--- src/rtl/cache_pkg.sv ---
// cache_pkg: shared FSM states and {way,set} sizing/packing helpers for the replacement requester
package cache_pkg;
    typedef enum logic [2:0] {IDLE, LOOKUP, VICTIM_WAIT, WRITEBACK, FILL, UPDATE} state_t;

    function automatic int clog2(input int v);
        int r = 0;
        while ((1 << r) < v) r++;
        return r;
    endfunction

    function automatic int bw_set(input int blocks, input int ways);
        return clog2(blocks) - clog2(ways);
    endfunction

    function automatic int unsigned pack_ws(input int unsigned way, input int unsigned set_idx, input int set_bits);
        return (way << set_bits) | set_idx;
    endfunction

    function automatic int unsigned way_of(input int unsigned ws, input int set_bits);
        return ws >> set_bits;
    endfunction
endpackage

--- src/rtl/cache_tag_store.sv ---
// cache_tag_store: tag/valid/dirty arrays with a combinational set lookup and one write port
module cache_tag_store #(
    parameter int WAYS = 2,
    parameter int SW = 2,
    parameter int GW = 1,
    parameter int BW_TAG = 22
) (
    input  logic              clk,
    input  logic              rst,
    input  logic [SW-1:0]     set_idx,
    input  logic [BW_TAG-1:0] tag,
    output logic              hit,
    output logic [GW-1:0]     hit_way,
    output logic              free,
    output logic [GW-1:0]     free_way,
    input  logic [GW-1:0]     rd_way,
    output logic              rd_valid,
    output logic              rd_dirty,
    output logic [BW_TAG-1:0] rd_tag,
    input  logic              wr_en,
    input  logic [GW-1:0]     wr_way,
    input  logic              wr_dirty,
    input  logic              ds_en,
    input  logic [GW-1:0]     ds_way
);
    localparam int N = 1 << (SW + GW);

    logic [N-1:0]      valid;
    logic [N-1:0]      dirty;
    logic [BW_TAG-1:0] tags [N];

    // descending scan so the lowest-index invalid way wins
    always_comb begin
        hit = 1'b0;
        hit_way = '0;
        free = 1'b0;
        free_way = '0;
        for (int w = WAYS - 1; w >= 0; w--) begin
            if (valid[{set_idx, GW'(w)}] && tags[{set_idx, GW'(w)}] == tag) begin
                hit = 1'b1;
                hit_way = GW'(w);
            end
            if (!valid[{set_idx, GW'(w)}]) begin
                free = 1'b1;
                free_way = GW'(w);
            end
        end
    end

    assign rd_valid = valid[{set_idx, rd_way}];
    assign rd_dirty = dirty[{set_idx, rd_way}];
    assign rd_tag = tags[{set_idx, rd_way}];

    always_ff @(posedge clk or posedge rst) begin
        if (rst) begin
            valid <= '0;
            dirty <= '0;
        end else if (wr_en) begin
            valid[{set_idx, wr_way}] <= 1'b1;
            dirty[{set_idx, wr_way}] <= wr_dirty;
        end else if (ds_en) begin
            dirty[{set_idx, ds_way}] <= 1'b1;
        end
    end

    always_ff @(posedge clk) begin
        if (wr_en) tags[{set_idx, wr_way}] <= tag;
    end
endmodule

--- src/rtl/n_set_cache_replacement_requester.sv ---
// n_set_cache_replacement_requester: looks up core block requests, reports hit/miss to the
// replacement policy, and runs the writeback/fill sequence for the chosen victim.
module n_set_cache_replacement_requester
    import cache_pkg::*;
#(
    parameter int CACHE_BLOCK_CAPACITY = 8,
    parameter int CACHE_SET_SIZE = 2,
    parameter int BW_ADDR = 24,
    localparam int BW_CACHE_CAPACITY = clog2(CACHE_BLOCK_CAPACITY)
) (
    input  logic                         clock_i,
    input  logic                         reset_i,
    input  logic                         core_req_i,
    input  logic                         core_wren_i,
    input  logic [BW_ADDR-1:0]           core_addr_i,
    output logic                         core_ready_o,
    output logic                         core_done_o,
    output logic [BW_CACHE_CAPACITY-1:0] core_cache_addr_o,
    output logic                         policy_hit_o,
    output logic                         policy_miss_o,
    output logic [BW_CACHE_CAPACITY-1:0] policy_addr_o,
    input  logic                         policy_done_i,
    input  logic [BW_CACHE_CAPACITY-1:0] policy_addr_i,
    output logic                         mem_req_o,
    output logic                         mem_wb_o,
    output logic [BW_ADDR-1:0]           mem_addr_o,
    input  logic                         mem_ack_i
);
    localparam int BW_GRP = clog2(CACHE_SET_SIZE);
    localparam int BW_SET = bw_set(CACHE_BLOCK_CAPACITY, CACHE_SET_SIZE);
    localparam int BW_TAG = BW_ADDR - BW_SET;
    localparam int SW = (BW_SET > 0) ? BW_SET : 1;
    localparam int GW = (BW_GRP > 0) ? BW_GRP : 1;

    state_t state, state_n;
    logic [BW_ADDR-1:0]           addr_q;
    logic                         wren_q;
    logic [GW-1:0]                way_q;
    logic [SW-1:0]                set_idx;
    logic [BW_TAG-1:0]            tag;
    logic                         hit, free, rd_valid, rd_dirty;
    logic [GW-1:0]                hit_way, free_way, rd_way, victim_way;
    logic [BW_TAG-1:0]            rd_tag;
    logic [BW_CACHE_CAPACITY-1:0] hit_addr, miss_addr, victim_addr;

    assign set_idx = (BW_SET > 0) ? addr_q[SW-1:0] : '0;
    assign tag = BW_TAG'(addr_q >> BW_SET);
    assign victim_way = GW'(way_of(32'(policy_addr_i), BW_SET));
    assign rd_way = (state == VICTIM_WAIT) ? victim_way : way_q;
    assign hit_addr = BW_CACHE_CAPACITY'(pack_ws(32'(hit_way), 32'(set_idx), BW_SET));
    assign miss_addr = BW_CACHE_CAPACITY'(pack_ws(0, 32'(set_idx), BW_SET));
    assign victim_addr = BW_CACHE_CAPACITY'(pack_ws(32'(way_q), 32'(set_idx), BW_SET));

    cache_tag_store #(
        .WAYS(CACHE_SET_SIZE),
        .SW(SW),
        .GW(GW),
        .BW_TAG(BW_TAG)
    ) u_store (
        .clk(clock_i),
        .rst(reset_i),
        .set_idx(set_idx),
        .tag(tag),
        .hit(hit),
        .hit_way(hit_way),
        .free(free),
        .free_way(free_way),
        .rd_way(rd_way),
        .rd_valid(rd_valid),
        .rd_dirty(rd_dirty),
        .rd_tag(rd_tag),
        .wr_en(state == UPDATE),
        .wr_way(way_q),
        .wr_dirty(wren_q),
        .ds_en(state == LOOKUP && hit && wren_q),
        .ds_way(hit_way)
    );

    always_ff @(posedge clock_i or posedge reset_i) begin
        if (reset_i) state <= IDLE;
        else state <= state_n;
    end

    always_comb begin
        state_n = state;
        core_ready_o = 1'b0;
        mem_req_o = 1'b0;
        mem_wb_o = 1'b0;
        mem_addr_o = '0;
        case (state)
            IDLE: begin
                core_ready_o = 1'b1;
                state_n = core_req_i ? LOOKUP : IDLE;
            end
            LOOKUP: state_n = hit ? IDLE : free ? FILL : VICTIM_WAIT;
            VICTIM_WAIT: state_n = !policy_done_i ? VICTIM_WAIT : (rd_valid && rd_dirty) ? WRITEBACK : FILL;
            WRITEBACK: begin
                mem_req_o = 1'b1;
                mem_wb_o = 1'b1;
                mem_addr_o = (BW_ADDR'(rd_tag) << BW_SET) | BW_ADDR'(set_idx);
                state_n = mem_ack_i ? FILL : WRITEBACK;
            end
            FILL: begin
                mem_req_o = 1'b1;
                mem_addr_o = addr_q;
                state_n = mem_ack_i ? UPDATE : FILL;
            end
            UPDATE: state_n = IDLE;
            default: state_n = IDLE;
        endcase
    end

    // pulses and addresses are registered so policy/core see glitch-free values
    always_ff @(posedge clock_i or posedge reset_i) begin
        if (reset_i) begin
            addr_q <= '0;
            wren_q <= 1'b0;
            way_q <= '0;
            policy_hit_o <= 1'b0;
            policy_miss_o <= 1'b0;
            policy_addr_o <= '0;
            core_done_o <= 1'b0;
            core_cache_addr_o <= '0;
        end else begin
            policy_hit_o <= 1'b0;
            policy_miss_o <= 1'b0;
            core_done_o <= 1'b0;
            if (state == IDLE && core_req_i) begin
                addr_q <= core_addr_i;
                wren_q <= core_wren_i;
            end
            if (state == LOOKUP) begin
                policy_hit_o <= hit;
                policy_miss_o <= !hit;
                policy_addr_o <= hit ? hit_addr : miss_addr;
                core_done_o <= hit;
                core_cache_addr_o <= hit ? hit_addr : core_cache_addr_o;
                way_q <= free_way;
            end
            if (state == VICTIM_WAIT && policy_done_i) way_q <= victim_way;
            if (state == UPDATE) begin
                core_done_o <= 1'b1;
                core_cache_addr_o <= victim_addr;
            end
        end
    end
endmodule
--- config.mk ---
export PLATFORM = sky130hd
export DESIGN_NAME = n_set_cache_replacement_requester
export DESIGN_NICKNAME = d
export VERILOG_FILES = /design/src/rtl/cache_pkg.sv /design/src/rtl/cache_tag_store.sv /design/src/rtl/n_set_cache_replacement_requester.sv
export SDC_FILE = /design/constraint.sdc
export NUM_CORES = 1
export LEC_CHECK = 0
export ABC_AREA = 1
export CAP_MARGIN = 20
export CORE_ASPECT_RATIO = 0.6
export CORE_UTILIZATION = 46
export DETAILED_ROUTE_END_ITERATION = 10
export GPL_ROUTABILITY_DRIVEN = 1
export PLACE_DENSITY_LB_ADDON = 0.1
export SLEW_MARGIN = 20
export SYNTH_ARGS = -nofsm -noshare
export SYNTH_HDL_FRONTEND = slang
export SYNTH_SLANG_ARGS = --single-unit
--- constraint.sdc ---
create_clock -name clock_i -period 2.7 [get_ports clock_i]
set_clock_uncertainty 0.15 [all_clocks]
set_input_delay 0.27 -clock clock_i [delete_from_list [all_inputs] [get_ports clock_i]]
set_output_delay 0.27 -clock clock_i [all_outputs]
set_load 0.05 [all_outputs]
# [After elaboration in Yosys (flattened, before gate mapping)]
# Memory sizes are Yosys's and may differ from the RTL's.
# Index checks and enable logic that the tools add are counted.
[op_classes] n_addsub=0 multipliers=0 div=0 n_lt_le_gt_ge=7 eq_ne=7 shifts=0 n_mux=45 n_bitwise=5 reduce_logical=17
[ops] op="24-bit one-hot mux with 2 select lines" n=1
[ops] op="22-bit equality test" n=2
[ops] op="3-bit 2-to-1 mux" n=9
[ops] op="1-bit 2-to-1 mux" n=25
[ops] op="24-bit by 2-bit OR with 24-bit output" n=1
[ops] op="3-bit by 4-bit less-than comparator with 1-bit output, second input constant" n=5
[ops] op="8-bit 2-to-1 mux" n=2
[ops] op="8-bit OR" n=2
[ops] op="3-bit one-hot mux with 5 select lines" n=1
[ops] op="1-bit logical AND" n=9
[ops] op="8-bit bitwise mux" n=1
[ops] op="2-bit nonzero test" n=4
[ops] op="1-bit binary-select mux with 3-bit select" n=2
[ops] op="1-bit demux with 3-bit select" n=2
[ops] op="3-bit by 2-bit equality test with 1-bit output, second input constant" n=2
[ops] op="3-bit equality test, second input constant" n=2
[ops] op="3-bit by 1-bit >= comparator with 1-bit output, second input constant" n=2
[ops] op="3-bit by 2-bit OR with 3-bit output" n=2
[ops] op="1-bit binary-select mux with 2-bit select" n=2
[ops] op="3-bit by 1-bit equality test with 1-bit output, second input constant" n=1
[ops] op="3-bit logical NOT" n=1
[ops] op="2-bit AND reduction" n=1
[ops] op="2-bit OR reduction" n=1
[ops] op="1-bit logical NOT" n=1
[word_totals] regBits=54 latch_bits=0 ramBits=176 rom_bits=0 word_cells=93 memories=1
[mem_list] name="u_store.tags" depth=8 width=22 rd=3 rd_ports_with_merged_regs=0 write_ports=1 line="cache_tag_store.sv:30" source="logic [BW_TAG-1:0] tags [N];"

# [Logic depth before layout (Yosys ltp)]
# Gate-level depths: netlist of the first run.
[logic_depth] word_depth=12 mapped_depth=19 depth_no_buf=17

# [Cells and area by module]
# A second synthesis of the first run with hierarchy kept.
[unflattened] hier_cells=1240 area_unflattened_um2=10795.4
[modules_own_cells] mod="cache_tag_store" n_inst=1 cells_per_inst=986 area_per_inst_um2=8898.5
[modules_own_cells] mod="n_set_cache_replacement_requester" n_inst=1 cells_per_inst=254 area_per_inst_um2=1896.8

# [Least setup slack after synthesis of the first run]
# Ideal clock, no wire load.
[synth_timing] path_kind="register -> output" startpoint="reg state[2]" endpoint="out mem_addr_o[11]" t_arrival_ns=2.438 required_ns=2.280 path_slack_ns=-0.158 path_stages_with_launch=5 path_buffers=1 path_cell_list="dfrtp_1 -> nor3_1 -> clkbuf_1 -> o21ai_0 -> o22ai_1"
[synth_between] elab_chain_len=5 elab_cells_between_ends=7 cone_classes="3 x eq/ne; 2 x mux; 1 x bitwise; 1 x memory"
[synth_rtl] element="from (decl)" line="n_set_cache_replacement_requester.sv:35" source="state_t state, state_n;"
[synth_rtl] element="from (signal assigned)" line="n_set_cache_replacement_requester.sv:81" source="else state <= state_n;"
[synth_rtl] element="3-bit by 2-bit equality test with 1-bit output" line="n_set_cache_replacement_requester.sv:49" source="assign rd_way = (state == VICTIM_WAIT) ? victim_way : way_q;"
[synth_rtl] element="1-bit 2-to-1 mux" line="n_set_cache_replacement_requester.sv:49"
[synth_rtl] element="memory read 8 x 22 bit"
[synth_rtl] element="24-bit by 2-bit OR with 24-bit output" line="n_set_cache_replacement_requester.sv:100" source="mem_addr_o = (BW_ADDR'(rd_tag) << BW_SET) | BW_ADDR'(set_idx);"
[synth_rtl] element="24-bit one-hot mux with 2 select lines *" line="n_set_cache_replacement_requester.sv:90" source="case (state)"
[synth_rtl] element="to (decl)" line="n_set_cache_replacement_requester.sv:26" source="output logic [BW_ADDR-1:0] mem_addr_o,"
# Every way passes the cells marked *; elsewhere a longest branch is shown, timed or not.

# [Final worst setup path of the first run]
[layout_timing] startpoint="reg state[1]" endpoint="out mem_addr_o[18]"
# Same word-level chain as after synthesis.

==> results of run 1 <==
[final timing paths]
check                                       from                to  cells past startpoint
worst max-delay path                    state[1]    mem_addr_o[18]                      9
max in group asynchronous                reset_i        addr_q[10]                      4
min in group asynchronous                reset_i      policy_hit_o                      3
worst min register to register  u_store.valid[2]  u_store.valid[2]                      2
worst max register to register         addr_q[0]  u_store.dirty[7]                     17
worst min-delay path             core_addr_i[18]        addr_q[18]                      3
[cell usage after synthesis, drive strengths merged]
library cell,n
a221oi,2
clkbuf,16
o2111ai,1
inv,61
a21oi,31
o211ai,2
or2,7
o21ai,29
o22ai,24
buf,28
mux2i,1
nand2,546
nand3,73
nor2,103
o21a,1
edfxtp,176
nor3,2
dfrtp,54
clkinv,1
nand4,3
[power by group through the flow]
stage               sequential, mW  clock (mW)  combinational (mW)
floorplan                     5.39           0                4.39
global placement              5.33           0                7.73
detailed placement            5.35           0                7.76
CTS                           5.28        3.32                7.97
global route                  5.40        3.47                9.10
finish                        5.31        3.29                8.45
[cell families (layout without fill, tap and decap cells)]
kind of cell    after synthesis  in the layout
flops                       230            230
simple gates                734            734
compound gates               90             90
buf+inv                     106            240
mux                           1              1
[critical path: cells and delay by family, from the launching register on]
kind | cells | cell delay [ns]
buf+inv | 5 | 0.59
simple gates | 1 | 0.22
flops | 1 | 0.39
compound gates | 3 | 0.58
[area by class of cell]
type / count / area share [%]
multi-input combinational: 825 / 27.6
timing repair buffer: 138 / 12.8
sequential: 230 / 49.3
clock inverter: 6 / 0.567
tap: 308 / 2.86
clock buffer: 34 / 5.19
inverter: 62 / 1.78
[metal layers]
metal | wire (µm) | GRT usage, % | part of all wire [%] | vias up
li1 | - | - | - | 4045
met1 | 14400 | 40.0 | 47 | 3960
met2 | 12900 | 36.8 | 43 | 273
met3 | 2370 | 4.79 | 7.8 | 45
met4 | 673 | 6.44 | 2.2 | 0
met5 | 0 | 0 | 0 | -
[registers in the layout, indices dropped and copies added, names as in the netlist]
register,cells
wren_q,1
state,3
policy_miss_o,1
u_store.tags,176
core_cache_addr_o,3
policy_hit_o,1
core_done_o,1
u_store.dirty,8
way_q,1
u_store.valid,8
policy_addr_o,3
addr_q,24
[through the flow]
stage / TNS, ns / util, % / instances
global route: -0.770 / 60.7 / 1603
detailed placement: -0.381 / 55.1 / 1547
finish: -0.0152 / 60.7 / 1603
global placement: -0.339 / 55.1 / 1547
CTS: 0 / 59.2 / 1589
floorplan: 0 / - / 1161
[what timing repair did]
item / in CTS / in global routing
gates cloned: 0 / 6
pin swaps: 1 / 18
hold buffers: 1 / 0
endpoints found under the hold margin: 18 / 0
resized for setup: 29 / 51
setup endpoints to repair: 33 / 31
buffers inserted: 1 / 8
==> reports/qor.csv, run 1 <==
stage,metric,value,unit
placement,instance area at placement,0.0122,mm²
finish,fraction of layout instances using a drive strength above 1,16.1,%
sta,Hold Slack,0.196,ns
placement,Final HPWL DP,19.3,mm
power,Gate power share,49.6,%
finish,area growth from synthesis to layout,28.6,%
finish,most frequent standard cell in the layout excluding fill and tap cells,sky130_fd_sc_hd__nand2_1,
synth,number of distinct library cells after synthesis,27,
synth,compound-gate portion of the synthesized area,4.83,%
cts,TritonCTS buffer count,22,
routing,final routed wirelength across all metal layers,30.4,mm
sta,RSZ-0062 raised after global routing,yes,
die,row cnt,42,
setup_path,CP dominant cell by count,sky130_fd_sc_hd__inv_2,
sta,Period minus WS final,2.72,ns
routing,vias per inst,5.19,
die,I/O pin count,69,
cts,CTS Buffer Depth,3,
global_route,grt total ovfl,0,
synth,fraction of the mapped netlist area in simple logic gates,27.5,%
setup_path,Setup CP Type,flop to output port,
setup_path,WP data required,2.28,ns
cts,H-tree depth,1,
power,power share of the sequential group,31.1,%
routing,number of violations reported at the end of detailed-routing iteration 0,701,
power,switching share of power,42.8,%
die,Floorplan Core Area,0.0222,mm²
placement,routability-driven placement congestion ratio,0.884,
setup_path,r2r setup slk,0.09,ns
synth,Yosys warning count,0,
setup_path,critical-path cell list,"inv_2, nor3_4, inv_2, o21ai_4, inv_4, clkbuf_16, o211ai_1, o21ai_2, buf_12",
global_route,vias in the first global route,7692,
power,maximum resistive drop on vdd,0.000657,V
power,P_sw,7.30,mW
sta,worst setup slack after layout,-0.0152,ns
status,status,finished with violations,
min_path,HP Class,input port to flop,
finish,post-route design area,0.0135,mm²
routing,detailed-route wire length per cell,19.0,µm
sta,number of hold-slack violations in the final timing report,0,
power,total power of the final layout,17.0,mW
placement,count of input and output buffers,66,
cts,clock network latency to the later pin of the worst-skew pair,0.51,ns
power,leakage,5.84,nW
cts,clock root buffer master,sky130_fd_sc_hd__clkbuf_16,
setup_path,kind of capture point of the worst setup path,output port,
die,Die Area,0.0234,mm²
sta,transition time at the pin with the least slew margin,0.536,ns
sta,number of slew-limit violations in the final report,0,
global_route,antenna violations before repair,1,
cts,CTS sink cnt,230,
synth,synthesis-stage register bit count,230,
die,die boundary height,119,µm
synth,fraction of synthesized cell area in xor and xnor cells,0,%
power,Clock power frac,19.3,%
finish,footprint of the flip-flops and latches,0.00664,mm²
routing,number of DRC violations after detailed routing,0,
finish,number of antenna repair diodes,0,
flow_run,Max Cap Viol,0,
sta,final critical-path share of the clock period,101,%
synth,sequential fraction of the synthesis area,63.4,%
placement,worst slack at placement,-0.0920,ns
synth,fraction of the mapped netlist area in adder cells,0,%
die,horizontal extent of the die,197,µm
setup_path,stage delay of the slowest cell on the critical path,0.39,ns
sta,final setup violating endpoints,1,
synth,net count after synthesis,1194,
synth,main combinational cell family by area after synthesis,simple AND/OR/NAND/NOR gates,
sta,Max Clk Rate,368,MHz
setup_path,element type at the critical path start,flop,
finish,"commonest cells after routing, fill and taps aside","sky130_fd_sc_hd__nand2_1, sky130_fd_sc_hd__edfxtp_1, sky130_fd_sc_hd__nor2_1, sky130_fd_sc_hd__nand3_1, sky130_fd_sc_hd__inv_1",
synth,average size of a mapped cell,9.02,µm²
global_route,pin count of the biggest net entering global routing,53,
synth,dominant cell type by area after synthesis,sky130_fd_sc_hd__edfxtp_1,
die,effective utilization at floorplan,47.2,%
power,Int Power,9.74,mW
setup_path,Crit-path slowest cell,sky130_fd_sc_hd__dfrtp_1,
synth,multiplexer area fraction after synthesis,0.0956,%
routing,number of search-and-repair iterations in the first detailed-routing pass,5,
status,violated checks,setup timing,
sta,max-slew headroom at the worst pin,64.2,%
synth,post-synthesis instance area,0.0105,mm²
finish,final net count,1312,
cts,clock-pin slew of the registers on the worst-case setup and hold paths,0.07,ns
routing,post-route antenna net violation count,0,
setup_path,Critical Path Fanout Max,5,
global_route,first-pass GRT wire length,45.0,mm
routing,routed via count,8323,
synth,dominant cells by area after synthesis,"sky130_fd_sc_hd__edfxtp_1, sky130_fd_sc_hd__nand2_1, sky130_fd_sc_hd__dfrtp_1",
power,pwr dens,1270,mW/mm²
finish,area of the multi-input gates,0.00371,mm²
synth,gate count after technology mapping,1161,
finish,fill cell total of the finished layout,1920,
cts,TritonCTS clock tree,yes,
setup_path,data arrival time of the worst path,2.30,ns
global_route,aggregate global-route resource usage,25.7,%
synth,area share of the largest cell type after synthesis,50.5,%
No activity file was read; power rests on OpenSTA's default activity.
==> run 2: changes to the inputs <==
--- a/config.mk
+++ b/config.mk
@@ -9,6 +9,7 @@
 export CAP_MARGIN = 20
 export CORE_ASPECT_RATIO = 0.6
 export CORE_UTILIZATION = 46
+export CTS_CLUSTER_SIZE = 40
 export DETAILED_ROUTE_END_ITERATION = 10
 export GPL_ROUTABILITY_DRIVEN = 1
 export PLACE_DENSITY_LB_ADDON = 0.1
==> run 2 against run 1 <==
The flow still finishes with violations (setup timing); worst hold slack better by 0.0011 ns; critical endpoint unchanged; final area down 0.23%; sequential power about the same; critical path type unchanged; clock-buffer cell count unchanged; first-iteration DRC count up 0.29%; highest routed layer unchanged.
==> reports/qor.csv, run 2 (synthesized netlist as in run 1, its figures left out) <==
stage,metric,value,unit
status,status,finished with violations,
status,violated checks,setup timing,
power,Gate power share,49.9,%
sta,final setup violating endpoints,2,
sta,number of slew-limit violations in the final report,0,
setup_path,element type at the critical path start,flop,
global_route,aggregate global-route resource usage,25.6,%
cts,TritonCTS buffer count,22,
global_route,vias in the first global route,7673,
finish,leading registers by flop count,"u_store.tags x176, addr_q x24",
cts,TritonCTS clock tree,yes,
setup_path,Critical Path Fanout Max,5,
routing,number of DRC violations after detailed routing,0,
power,pwr dens,1260,mW/mm²
power,switching share of power,43.1,%
setup_path,Setup CP Type,flop to output port,
power,Int Power,9.63,mW
die,effective utilization at floorplan,47.2,%
global_route,pin count of the biggest net entering global routing,53,
die,horizontal extent of the die,197,µm
cts,clock-pin slew of the registers on the worst-case setup and hold paths,0.07,ns
finish,most flop-heavy register,u_store.tags,
setup_path,kind of capture point of the worst setup path,output port,
sta,Period minus WS final,2.72,ns
die,row cnt,42,
global_route,grt total ovfl,0,
sta,final critical-path share of the clock period,101,%
routing,routed via count,8330,
power,P_sw,7.29,mW
routing,final routed wirelength across all metal layers,30.4,mm
cts,clock network latency to the later pin of the worst-skew pair,0.51,ns
sta,max-slew headroom at the worst pin,63.8,%
setup_path,WP data required,2.28,ns
finish,fill cell total of the finished layout,1931,
cts,H-tree depth,1,
finish,flip-flop count of the largest register after layout,176,
routing,number of violations reported at the end of detailed-routing iteration 0,703,
setup_path,data arrival time of the worst path,2.30,ns
finish,most frequent standard cell in the layout excluding fill and tap cells,sky130_fd_sc_hd__nand2_1,
sta,worst setup slack after layout,-0.0242,ns
die,Die Area,0.0234,mm²
global_route,first-pass GRT wire length,45.0,mm
routing,number of search-and-repair iterations in the first detailed-routing pass,5,
die,die boundary height,119,µm
cts,clock root buffer master,sky130_fd_sc_hd__clkbuf_16,
placement,count of input and output buffers,66,
finish,fraction of layout instances using a drive strength above 1,16.1,%
sta,number of hold-slack violations in the final timing report,0,
finish,area growth from synthesis to layout,28.3,%
finish,final design utilization,60.6,%
finish,final net count,1312,
sta,Max Clk Rate,367,MHz
global_route,antenna violations before repair,1,
power,power share of the sequential group,31.4,%
power,total power of the final layout,16.9,mW
die,Floorplan Core Area,0.0222,mm²
setup_path,r2r setup slk,0.08,ns
power,leakage,5.82,nW
sta,transition time at the pin with the least slew margin,0.541,ns
flow_run,Max Cap Viol,0,
routing,vias per inst,5.20,
placement,Final HPWL DP,19.3,mm
routing,post-route antenna net violation count,0,
die,I/O pin count,69,
power,maximum resistive drop on vdd,0.000657,V
cts,CTS sink cnt,230,
cts,CTS Buffer Depth,3,
min_path,HP Class,input port to flop,
power,Clock power frac,18.7,%
routing,detailed-route wire length per cell,19.0,µm
placement,routability-driven placement congestion ratio,0.884,
finish,"commonest cells after routing, fill and taps aside","sky130_fd_sc_hd__nand2_1, sky130_fd_sc_hd__edfxtp_1, sky130_fd_sc_hd__nor2_1, sky130_fd_sc_hd__nand3_1, sky130_fd_sc_hd__inv_1",
sta,RSZ-0062 raised after global routing,yes,
finish,number of antenna repair diodes,0,
[run 2: cell types whose count changed in the layout (fill, tap and decap cells not counted), sizes merged]
cell      delta
clkinvlp     +1
bufinv       -1
[run 2: area by class of cell]
cell class,count,area (µm²),area share (%)
clock buffer,34,689,5.13
clock inverter,6,55.1,0.410
inverter,62,240,1.79
multi-input combinational,825,3710,27.6
sequential,230,6640,49.4
tap,308,385,2.87
timing repair buffer,138,1720,12.8
[run 2: critical path, stage by stage (launching register included)]
cell                        delay [ns]
sky130_fd_sc_hd__dfrtp_1          0.38
sky130_fd_sc_hd__inv_2            0.07
sky130_fd_sc_hd__nor3_4           0.22
sky130_fd_sc_hd__inv_2            0.08
sky130_fd_sc_hd__o21ai_4          0.25
sky130_fd_sc_hd__inv_4            0.10
sky130_fd_sc_hd__clkbuf_16        0.18
sky130_fd_sc_hd__o211ai_1         0.23
sky130_fd_sc_hd__o21ai_2          0.11
sky130_fd_sc_hd__buf_12           0.16
[run 2: power by group through the flow]
stage / Sequential [mW] / Combinational, mW / Clock (mW)
6_report: 5.31 / 8.44 / 3.17
5_1_grt: 5.40 / 9.09 / 3.35
4_1_cts: 5.28 / 7.96 / 3.20
3_5_place_dp: 5.35 / 7.76 / 0
3_3_place_gp: 5.33 / 7.73 / 0
2_1_floorplan: 5.39 / 4.39 / 0
[run 2: what timing repair did]
action                                  in CTS  in global routing
cloned                                       0                  6
endpoints found under the setup margin      33                 32
pin swaps                                    1                 17
hold endpoints to repair                    17                  0
hold buffers                                 1                  0
gates resized for setup                     29                 51
setup buffers                                1                  8
[run 2: per-stage QoR]
| stage | worst slack (ns) | hold slack, ns | setup TNS, ns | cell area [µm²] | instances |
|---|---|---|---|---|---|
| floorplan | 0.0533 | 0.259 | 0 | 10500 | 1161 |
| CTS | 0.0134 | 0.187 | 0 | 13100 | 1589 |
| finish | -0.0242 | 0.197 | -0.0248 | 13400 | 1603 |
| global placement | -0.0673 | 0.292 | -0.339 | 12200 | 1547 |
| global route | -0.0778 | 0.205 | -0.808 | 13400 | 1603 |
| detailed placement | -0.0920 | 0.300 | -0.381 | 12200 | 1547 |
[run 2: path summary, 6_finish.rpt]
path	start	endpoint	cells past startpoint
hold / removal	core_addr_i[19]	addr_q[19]	3
setup / recovery	state[1]	mem_addr_o[18]	9
hold reg to reg	u_store.valid[3]	u_store.valid[3]	1
min in group asynchronous	reset_i	policy_hit_o	3
max in group asynchronous	reset_i	addr_q[10]	4
setup reg to reg	addr_q[0]	u_store.dirty[7]	17
[run 2: per-layer routing]
metal	vias up	share of wire (%)	GRT usage [%]
met5	-	0	0
met4	0	2.1	6.40
met3	42	8.2	4.79
met2	304	43	36.8
met1	3940	47	39.9
li1	4044	-	-
==> RTL change, RTL diff (settings of run 1) <==
Encoding of `state_t`: now Gray code (3 bits for 6 states).
--- a/src/rtl/cache_pkg.sv
+++ b/src/rtl/cache_pkg.sv
@@ -1,6 +1,6 @@
 // cache_pkg: shared FSM states and {way,set} sizing/packing helpers for the replacement requester
 package cache_pkg;
-    typedef enum logic [2:0] {IDLE, LOOKUP, VICTIM_WAIT, WRITEBACK, FILL, UPDATE} state_t;
+    typedef enum logic [2:0] {IDLE = 3'b000, LOOKUP = 3'b001, VICTIM_WAIT = 3'b011, WRITEBACK = 3'b010, FILL = 3'b110, UPDATE = 3'b111} state_t;
 
     function automatic int clog2(input int v);
         int r = 0;
Formal check against the unedited RTL: same outputs for any inputs over 4 cycles, from zero or initial values and one cycle with reset_i high; so few cycles prove little.
==> RTL change against run 1 <==
- the run still ends with negative setup slack left
- critical path depth increased by 1
- count of clock-buffer cells in the layout fell by 4
- power shrank 1.5%
- setup slack worse by 0.017 ns
- global-route usage grew 1.2 points
- synthesized area grew 0.35%
- final area grew 1.8%
- sequential cell count unchanged
- non-clock buffer count rose by 32
- routed wire length up 2.7%
- critical endpoint unchanged
==> RTL change: results (changes against run 1) <==
stage	metric	value	unit	change
outcome	status	finished with violations		
outcome	violated checks	negative setup slack		
drt	drt pass-1 iters	5		unchanged
layout	proportion of layout cells with a drive suffix above 1	22.63	%	+6.5 points
drt	Iter 0 DRT Violations	890		+27%
layout	clkbuf count	30		-12%
min_path	Hold Path Class	in -> reg		
timing	Sum Neg Setup Slack	-0.2100	ns	-0.1948 ns
timing	Worst Slack Setup Final	-0.03213	ns	-0.01690 ns
synth	Post-synth EDFFs	176		unchanged
timing	Worst Tran Pin Value	0.5353	ns	-0.0007577 ns
clock_network	TritonCTS Buffers	23		+4.5%
worst_setup_path	slowest stage cell, crit path	dfrtp_4		
layout	final cell count without fillers	1629		+1.6%
global_routing	antenna violations before repair	0		-1
drt	routed len/inst	19.15	µm	+1.0%
placed_design	Final Wtd Congestion	0.8578		-3.0%
layout	nets	1338		+2.0%
global_routing	global-route wire length before repair	46.95	mm	+4.3%
synth	Avg Inst Size Synth	9.129	µm²	+1.2%
layout	ClkCell Share	4.780	%	-0.98 points
global_routing	GRT Resource Usage Total	26.84	%	+1.2 points
global_routing	vias in the first global route	8008		+4.1%
layout	Non-clock buffer share	14.24	%	+1.5 points
layout	Signal inverters	78		+26%
drt	vias	8534		+2.5%
layout	fraction of area in multi-input gates	27.50	%	-0.057 points
pwr	Leakage	0.006022	µW	+3.1%
synth	Netlist cell types	31		+15%
worst_setup_path	last element of the critical path	mem_addr_o[18]		
synth	Mapped Nets	1184		-0.84%
worst_setup_path	Critical Path Max Stage Delay	0.58	ns	+0.19 ns
placed_design	DP HPWL	19.83	mm	+2.8%
timing	final-report setup violation count	13		+12
synth	Synth area leaders	edfxtp_1 50%, nand2_1 19%, dfrtp_1 13%, nor2_1 3.6%, nand3_1 2.7%		
global_routing	largest net degree at the start of global routing	40		-25%
synth	sequential area share after synthesis	63.16	%	-0.22 points
layout	fillers	1882		-2.0%
layout	Signal buffers	170		+23%
worst_setup_path	Max FO, Critical Path	7		+2
clock_network	clock slew at reported path FFs	0.06	ns	
worst_setup_path	R2R cell count	19		+2
synth	most frequent cells after synthesis	522 x nand2_1, 176 x edfxtp_1, 100 x nor2_1		
pwr	worst vdd ir	0.8302	mV	+26%
worst_setup_path	reg-to-reg endpoint	u_store.dirty[5]$_DFFE_PP0P_		
synth	FFs w/ async S/R, synth	23.48	%	unchanged
worst_setup_path	Crit Path Class	reg -> out		
layout	FF+latch area	0.006641	mm²	about the same
layout	Multi-Input Combinational	802		-2.8%
RTL change: changes by cell type after synthesis, sizes merged, moves of 4 or more:
cell    change
nand3      -16
nand2      -21
inv        +13
o21ai       +5
clkbuf      -4
a21oi       +9
o22ai       -4
o211ai      +5
RTL change: logic make-up after synthesis:
family / after synthesis / share of synthesized area, %
compound gates: 104 / 5.561
buf+inv: 119 / 5.156
flops: 230 / 63.16
mux: 1 / 0.1072
simple gates: 697 / 26.02
RTL change: worst max-delay path, delay by kind of cell, from the launching register on:
kind | cells | cell delay (ns)
compound gates | 2 | 0.30
buf+inv | 5 | 0.71
flops | 1 | 0.58
simple gates | 3 | 0.20
RTL change: power breakdown:
| group | leakage, µW | total [µW] | switching [µW] | internal [µW] |
|---|---|---|---|---|
| Sequential | 0.00221 | 5070 | 516 | 4550 |
| Combinational | 0.00349 | 8810 | 5540 | 3270 |
| Clock | 0.000318 | 2910 | 1340 | 1570 |
RTL change: stage by stage:
step           instance area [µm²]  setup WS (ns)  hold WS (ns)
6_report                     13720       -0.03213        0.1791
5_1_grt                      13720        -0.1587        0.1954
4_1_cts                      13260      0.0005049        0.1734
3_5_place_dp                 12370       -0.04832        0.2845
3_3_place_gp                 12370      -0.003693        0.2846
2_1_floorplan                10630        -0.1868        0.2624
RTL change: metal layers:
metal  up-vias  track usage [%]  share of wire (%)
li1       4075                -                  -
met1      4131            42.36                 49
met2       283            39.11                 43
met3        45            3.993                6.5
met4         0            5.378                1.7
met5         -                0                  0
RTL change: timing repair:
item,in CTS,in global routing
hold buffers,1,0
resized for setup,28,137
hold endpoints to repair,19,0
cloned,1,4
buffers inserted,11,3
endpoints found under the setup margin,35,40
pin swaps,1,27
